### config.mk
export PLATFORM = sky130hd
export DESIGN_NAME = seq_det_sched
export DESIGN_NICKNAME = d
export VERILOG_FILES = /design/src/rtl/seq_det_pkg.sv /design/src/rtl/seq_det_core.sv /design/src/rtl/seq_det_sched.sv
export SDC_FILE = /design/constraint.sdc
export NUM_CORES = 1
export LEC_CHECK = 0
export CAP_MARGIN = 20
export CORE_UTILIZATION = 48
export CTS_CLUSTER_DIAMETER = 120
export DETAILED_ROUTE_END_ITERATION = 10
export GPL_ROUTABILITY_DRIVEN = 0
export GPL_TIMING_DRIVEN = 0
export PLACE_DENSITY_LB_ADDON = 0.1
export SLEW_MARGIN = 30
export SYNTH_ARGS = -nofsm -noshare
export SYNTH_HDL_FRONTEND = slang
export SYNTH_SLANG_ARGS = --single-unit
### constraint.sdc
create_clock -name clk -period 4.1 [get_ports clk]
set_input_delay 0.615 -clock clk [delete_from_list [all_inputs] [get_ports clk]]
set_output_delay 0.615 -clock clk [all_outputs]
set_load 0.05 [all_outputs]
### src/rtl/seq_det_pkg.sv
// -----------------------------------------------------------------------------
// seq_det_pkg
// Shared declarations for the bit-serial pattern-detector scheduler.
//   state_t  : scheduler FSM states (IDLE, SHIFT, DRAIN, RESP)
//   id_width : width of a requester index for a given requester count
// Optional build macro used elsewhere in this slice: SEQ_DET_OVERLAP_EN
// -----------------------------------------------------------------------------
package seq_det_pkg;

   typedef enum logic [1:0] {
      IDLE  = 2'd0,
      SHIFT = 2'd1,
      DRAIN = 2'd2,
      RESP  = 2'd3
   } state_t;

   // Width of a requester index; never less than one bit.
   function automatic int id_width(input int nreq);
      return (nreq > 1) ? $clog2(nreq) : 1;
   endfunction

endpackage

### src/rtl/seq_det_core.sv
// -----------------------------------------------------------------------------
// seq_det_core
// Programmable bit-serial pattern detector with a registered (Moore) output.
// Keeps a PAT_W-bit history of the incoming bits and a fill counter telling
// how many of those history bits are valid since the last clear / match.
//
// Ports:
//   clk      in   clock
//   rst_n    in   asynchronous active-low reset
//   clr      in   synchronous clear of history, fill and match
//   bit_vld  in   bit_in is a new serial bit this cycle
//   bit_in   in   serial data bit
//   pattern  in   target pattern, MSB is the first bit expected
//   match    out  high the cycle after the bit that completes the pattern
//
// Build option SEQ_DET_OVERLAP_EN:
//   defined   -> fill is kept on a match, overlapping occurrences all count
//   undefined -> fill restarts on a match, the next hit needs PAT_W new bits
// -----------------------------------------------------------------------------
module seq_det_core #(
   parameter int PAT_W = 4
) (
   input  logic             clk,
   input  logic             rst_n,
   input  logic             clr,
   input  logic             bit_vld,
   input  logic             bit_in,
   input  logic [PAT_W-1:0] pattern,
   output logic             match
);

`ifdef SEQ_DET_OVERLAP_EN
   localparam bit OVERLAP = 1'b1;
`else
   localparam bit OVERLAP = 1'b0;
`endif

   localparam int               FILL_W    = $clog2(PAT_W + 1);
   localparam logic [FILL_W-1:0] FILL_FULL = FILL_W'(PAT_W);

   logic [PAT_W-1:0]  hist_q, hist_d, hist_shift;
   logic [FILL_W-1:0] fill_q, fill_d, fill_inc;
   logic              match_q, match_d;
   logic              hit;

   always_comb begin
      // NOTE: every variable gets a default before any branch, so no path
      // through this block leaves one unassigned and no latch is inferred.
      hist_d     = hist_q;
      fill_d     = fill_q;
      match_d    = 1'b0;
      hit        = 1'b0;
      hist_shift = {hist_q[PAT_W-2:0], bit_in};
      // Fill saturates at PAT_W: "history is full" is all we need to know.
      fill_inc   = (fill_q == FILL_FULL) ? fill_q : fill_q + FILL_W'(1);

      if (clr) begin
         hist_d = '0;
         fill_d = '0;
      end else if (bit_vld) begin
         hist_d  = hist_shift;
         fill_d  = fill_inc;
         hit     = (hist_shift == pattern) && (fill_inc == FILL_FULL);
         match_d = hit;
         if (hit && !OVERLAP) begin
            fill_d = '0;
         end
      end
   end

   // NOTE: state registers use non-blocking assignments so every flop samples
   // its _d value from before the edge, independent of statement order.
   always_ff @(posedge clk or negedge rst_n) begin
      if (!rst_n) begin
         hist_q  <= '0;
         fill_q  <= '0;
         match_q <= 1'b0;
      end else begin
         hist_q  <= hist_d;
         fill_q  <= fill_d;
         match_q <= match_d;
      end
   end

   assign match = match_q;

endmodule

### src/rtl/seq_det_sched.sv
// -----------------------------------------------------------------------------
// seq_det_sched
// Lets NREQ producers share one bit-serial pattern detector. A round-robin
// arbiter accepts one parallel word, the word is shifted MSB-first into
// seq_det_core, matches are counted (saturating), and the count is returned
// with the requester index over a valid/ready response port.
//
// Ports:
//   clk        in   clock
//   rst_n      in   asynchronous active-low reset
//   req_valid  in   [NREQ]          per-requester word valid
//   req_data   in   [NREQ*WORD_W]   requester i at [i*WORD_W +: WORD_W]
//   req_ready  out  [NREQ]          one-hot grant, only while IDLE
//   pattern    in   [PAT_W]         target pattern, sampled at the grant
//   rsp_valid  out                  response available (RESP state)
//   rsp_ready  in                   response accepted when valid & ready
//   rsp_id     out  [clog2(NREQ)]   requester index of the response
//   rsp_count  out  [CNT_W]         matches found, saturating at all-ones
//   busy       out                  high in every state except IDLE
//
// Timing: transfer in cycle T, bits in T+1..T+WORD_W, DRAIN at T+WORD_W+1,
// rsp_valid from T+WORD_W+2. One word per WORD_W+3 cycles at best.
//
// Build option SEQ_DET_OVERLAP_EN (see seq_det_core): overlapping matches.
// -----------------------------------------------------------------------------
module seq_det_sched
   import seq_det_pkg::*;
#(
   parameter int NREQ   = 4,
   parameter int WORD_W = 16,
   parameter int PAT_W  = 4,
   parameter int CNT_W  = 5
) (
   input  logic                      clk,
   input  logic                      rst_n,
   input  logic [NREQ-1:0]           req_valid,
   input  logic [NREQ*WORD_W-1:0]    req_data,
   output logic [NREQ-1:0]           req_ready,
   input  logic [PAT_W-1:0]          pattern,
   output logic                      rsp_valid,
   input  logic                      rsp_ready,
   output logic [id_width(NREQ)-1:0] rsp_id,
   output logic [CNT_W-1:0]          rsp_count,
   output logic                      busy
);

   localparam int                ID_W     = id_width(NREQ);
   localparam int                BCNT_W   = $clog2(WORD_W + 1);
   localparam logic [BCNT_W-1:0] LAST_BIT = BCNT_W'(WORD_W - 1);
   localparam logic [ID_W-1:0]   LAST_ID  = ID_W'(NREQ - 1);
   localparam logic [CNT_W-1:0]  CNT_MAX  = '1;

   state_t              state_q, state_d;
   logic [ID_W-1:0]     rr_q, rr_d;
   logic [ID_W-1:0]     id_q, id_d;
   logic [WORD_W-1:0]   word_q, word_d;
   logic [BCNT_W-1:0]   bit_cnt_q, bit_cnt_d;
   logic [CNT_W-1:0]    cnt_q, cnt_d;
   logic [PAT_W-1:0]    pat_q, pat_d;

   logic [ID_W-1:0]     cand;
   logic [ID_W-1:0]     gnt_idx;
   logic                gnt_any;
   logic [NREQ-1:0]     gnt_oh;
   logic                core_clr;
   logic                core_vld;
   logic                core_match;

   // ---------------------------------------------------------------------------
   // Round-robin arbiter: first valid requester at or after rr_q, walking the
   // candidate index with an explicit wrap so NREQ need not be a power of two.
   // ---------------------------------------------------------------------------
   always_comb begin
      gnt_any = 1'b0;
      gnt_idx = '0;
      gnt_oh  = '0;
      cand    = rr_q;
      for (int i = 0; i < NREQ; i++) begin
         if (!gnt_any && req_valid[cand]) begin
            gnt_any = 1'b1;
            gnt_idx = cand;
         end
         cand = (cand == LAST_ID) ? '0 : cand + ID_W'(1);
      end
      if (gnt_any) begin
         gnt_oh[gnt_idx] = 1'b1;
      end
   end

   // ---------------------------------------------------------------------------
   // FSM next-state, serializer and match counter.
   // ---------------------------------------------------------------------------
   always_comb begin
      state_d   = state_q;
      rr_d      = rr_q;
      id_d      = id_q;
      word_d    = word_q;
      bit_cnt_d = bit_cnt_q;
      cnt_d     = cnt_q;
      pat_d     = pat_q;
      req_ready = '0;
      core_clr  = 1'b0;
      core_vld  = 1'b0;

      unique case (state_q)
         IDLE: begin
            // The grant is offered only here, so RESP back-pressures requesters.
            req_ready = gnt_oh;
            // A grant always implies a transfer: gnt_oh selects a valid input.
            if (gnt_any) begin
               word_d    = req_data[int'(gnt_idx)*WORD_W +: WORD_W];
               id_d      = gnt_idx;
               pat_d     = pattern;
               cnt_d     = '0;
               bit_cnt_d = '0;
               core_clr  = 1'b1;
               rr_d      = (gnt_idx == LAST_ID) ? '0 : gnt_idx + ID_W'(1);
               state_d   = SHIFT;
            end
         end
         SHIFT: begin
            core_vld  = 1'b1;
            word_d    = {word_q[WORD_W-2:0], 1'b0};
            bit_cnt_d = bit_cnt_q + BCNT_W'(1);
            if (bit_cnt_q == LAST_BIT) begin
               state_d = DRAIN;
            end
         end
         DRAIN: begin
            // Detector output is registered: the last bit's match shows up here.
            state_d = RESP;
         end
         RESP: begin
            if (rsp_ready) begin
               state_d = IDLE;
            end
         end
         default: begin
            state_d = IDLE;
         end
      endcase

      if ((state_q == SHIFT || state_q == DRAIN) && core_match && (cnt_q != CNT_MAX)) begin
         cnt_d = cnt_q + CNT_W'(1);
      end
   end

   always_ff @(posedge clk or negedge rst_n) begin
      if (!rst_n) begin
         state_q   <= IDLE;
         rr_q      <= '0;
         id_q      <= '0;
         word_q    <= '0;
         bit_cnt_q <= '0;
         cnt_q     <= '0;
         pat_q     <= '0;
      end else begin
         state_q   <= state_d;
         rr_q      <= rr_d;
         id_q      <= id_d;
         word_q    <= word_d;
         bit_cnt_q <= bit_cnt_d;
         cnt_q     <= cnt_d;
         pat_q     <= pat_d;
      end
   end

   // The detector only ever sees the pattern captured at the grant.
   seq_det_core #(
      .PAT_W (PAT_W)
   ) u_core (
      .clk     (clk),
      .rst_n   (rst_n),
      .clr     (core_clr),
      .bit_vld (core_vld),
      .bit_in  (word_q[WORD_W-1]),
      .pattern (pat_q),
      .match   (core_match)
   );

   assign rsp_valid = (state_q == RESP);
   assign rsp_id    = id_q;
   assign rsp_count = cnt_q;
   assign busy      = (state_q != IDLE);

endmodule

==> impl_results.md <==
* Status: completed
* Worst-Skew Late Latency at roughly 0.29 ns
* Syn_nets at just under 400
* Number of global-route vias before repair at roughly 2500
* Crit path from: req_valid[1]
* H-tree depth at 2
* HP Class: primary input to asynchronous set/reset pin
* Wire per inst at roughly 15 um
* Top cells by count, synth: dfrtp_1 (43), mux2i_1 (41), o21ai_0 (27)
* Layout cell share with drive strength beyond 1 at 15.7%
* Layout Utilization at between 60% and 70%
* First-pass GRT wire length at between 10000 and 15000 um
* Synth area leaders: dfrtp_1 (36%), mux2i_1 (14%), a221oi_2 (5.0%)
* Largest net degree at the start of global routing at 25
* Relative slew margins at 61.7%
* CTS tree: yes
* Final setup vio count at 0
* Worst slew pin tran at roughly 0.56 ns
* Core Area at between 5000 and 6000 sq um
* Yosys top cell area share at between 30% and 40%
* Final HPWL DP at 5580 um
* Die width at 81.0 um
* DRC viols at 0
* Fmax at ~0.25 GHz
* Placed Area at just under 4000 sq um
* Peak supply drop at roughly 0.47 mV
* Post-synth top area cell: dfrtp_1
* Buffers on Ports at 84
* Tot Pwr at around 2.9 mW
* Final ANT Viol Nets at 0
* Vias at roughly 2600
* Yosys warns at 0
* Cell variety after synth at 53
* Area Overhead vs Synth at 36.0%
* Hold Buf Count CTS at 0
* Sequential element share of the synthesized area at between 30 and 40%
* Avg Cell Area, Syn at approximately 9.9 sq um
* Final count of hold timing violations at 0
* WP data arrival at 3.39 ns
* Crit-path max FO at 8
* Count leader, synth: dfrtp_1
* CTS Buf Count at 5
* Max Cap Violations at 0
* Sinks on the clock net at 43
* Pleak at around 1.7 nW
* Crit path kind: primary input to output port
* Worst r2r path cells at 9
* Post-synth EDFFs at 0
* Worst hold slack at ~0.28 ns
* WL final at 7070 um
* Die ar. at 6570 sq um
* First-pass DRT Iterations at 4
* Initial DRC count at 100
* Final Skew at about 0.011 ns
* N_diodes at 0
* Worst r2r src: rr_q[0]
* CP Capture Type: output port
* Power per cell area at a little over 700 nW/um^2
* Post-synthesis register bit count at 43
* Die H at about 81 um
* Final WS setup at roughly 0.094 ns
* GRT Overall Usage at 22.6%
* Data required, critical path at approximately 3.5 ns
* Clock transition at path regs at 0.08 ns
* Nets@finish at approximately 480
* Post-Syn Instances at between 300 and 400
* Netlist Area Pre-Place at roughly 3000 sq um
* Ys flop type: dfrtp_1
* IO Pins at ~90
* FFs w/ async S/R, synth at 100%
* Crit path time final at about 4 ns
* Initial antenna violation count at 0
* Grt ovf at 0
* Initial Util at around half
* Max clock buf depth at 2
* Pre-CTS WS at -0.323 ns
* Max-slew violations at 0
* Vias/cell at 5.63
* Tcrit/Tclk final at ~98%
* Root Driver: clkbuf_8
* Std cell rows at 28
* RSZ-0062 raised after global routing: false
* Worst setup SP type: primary input
* Final instance area at ~4100 sq um
[critical path, stage by stage]
cell and delay, ns:
clkdlybuf4s50_1 0.52, mux2_2 0.35, mux2_2 0.29, or4_4 0.53, and2_4 0.17, o21ai_4 0.25
ha_1 0.19, and2_1 0.11, clkdlybuf4s18_2 0.36
[timing repair]
action / CTS / global route
resized for setup: 8 / 13
endpoints found under the setup margin: 4 / 4
setup buffers: 0 / 0
[registers in the layout, summed over array words and instances, names as in the netlist]
name and flops:
word_q 16, bit_cnt_q 5, rsp_count 5, pat_q 4
u_core.fill_q 3, u_core.hist_q 3, rr_q 2, rsp_id 2
state_q 2, u_core.match 1
[worst paths after layout]
path / to / slack, ns
setup / recovery: req_ready[3] / 0.09
hold / removal: pat_q[1] / 0.28
setup reg to reg: word_q[13] / 1.03
hold reg to reg: rsp_id[1] / 0.51
max in group asynchronous: word_q[10] / 3.32
min in group clk: rsp_id[1] / 0.51
[cell usage in the layout (no fill, tap or decap), types with 2 or more instances in the layout]
cell             count
nor2_2               2
clkbuf_8             6
nand3_1              3
nor3_1               4
a221oi_1             5
buf_1                2
a311oi_1             2
a221oi_2            10
clkbuf_1             5
and3_1               3
nor2_1              14
nor2b_1              2
or2_2                2
dfrtp_1             43
buf_6                4
a32oi_1              2
clkdlybuf4s50_1     79
mux2i_1             41
o21ai_0             27
o21a_1               2
and2_1               2
ha_1                12
buf_2               10
clkbuf_2             4
nand2_1             22
o21ai_4              2
inv_1               12
o22ai_1              2
or4_1                2
a21oi_1              7
xnor2_1              5
a32o_1               3
mux2_2              11
or3_1               15
[metrics by stage]
stage          std cells  setup TNS, ns
3_3_place_gp         461         -0.919
2_1_floorplan        302              0
5_1_grt              470              0
3_5_place_dp         462          -1.07
4_1_cts              470              0
6_report             470              0
[per-layer routing]
metal	track usage (%)	up-vias	routed length, um
li1	-	1306	-
met1	28.8	1291	3160
met2	38.8	46	3610
met3	4.04	2	263
met4	6.61	0	34
met5	0	-	0
[cell type report]
cell class / instances / area [sq um]
inverter: 12 / 45.0
clock inverter: 2 / 35.0
timing repair buffer: 85 / 848
multi-input combinational: 225 / 1770
buffer: 22 / 129
tap: 75 / 93.8
clock buffer: 6 / 82.6
sequential: 43 / 1080
fill: 480 / 1910
[logic make-up (layout without fill, tap and decap cells)]
kind of cell / Yosys count / count (layout) / synth area share, %
and+or+nand+nor: 82 / 82 / 14.7
AOI/OAI and AO/OA: 73 / 73 / 19.2
muxes: 52 / 52 / 17.8
DFF: 43 / 43 / 35.9
buffers and inverters: 34 / 127 / 5.63
adders and majority gates: 12 / 12 / 5.01
xor gates and xnor gates: 6 / 6 / 1.75
[where the power goes]
part           leakage (nW)  switching, mW  internal (mW)
clock network        0.0612          0.139          0.197
registers             0.512          0.101          0.583
logic                  1.13           1.06          0.825
Power figures use the tool's default switching activity.
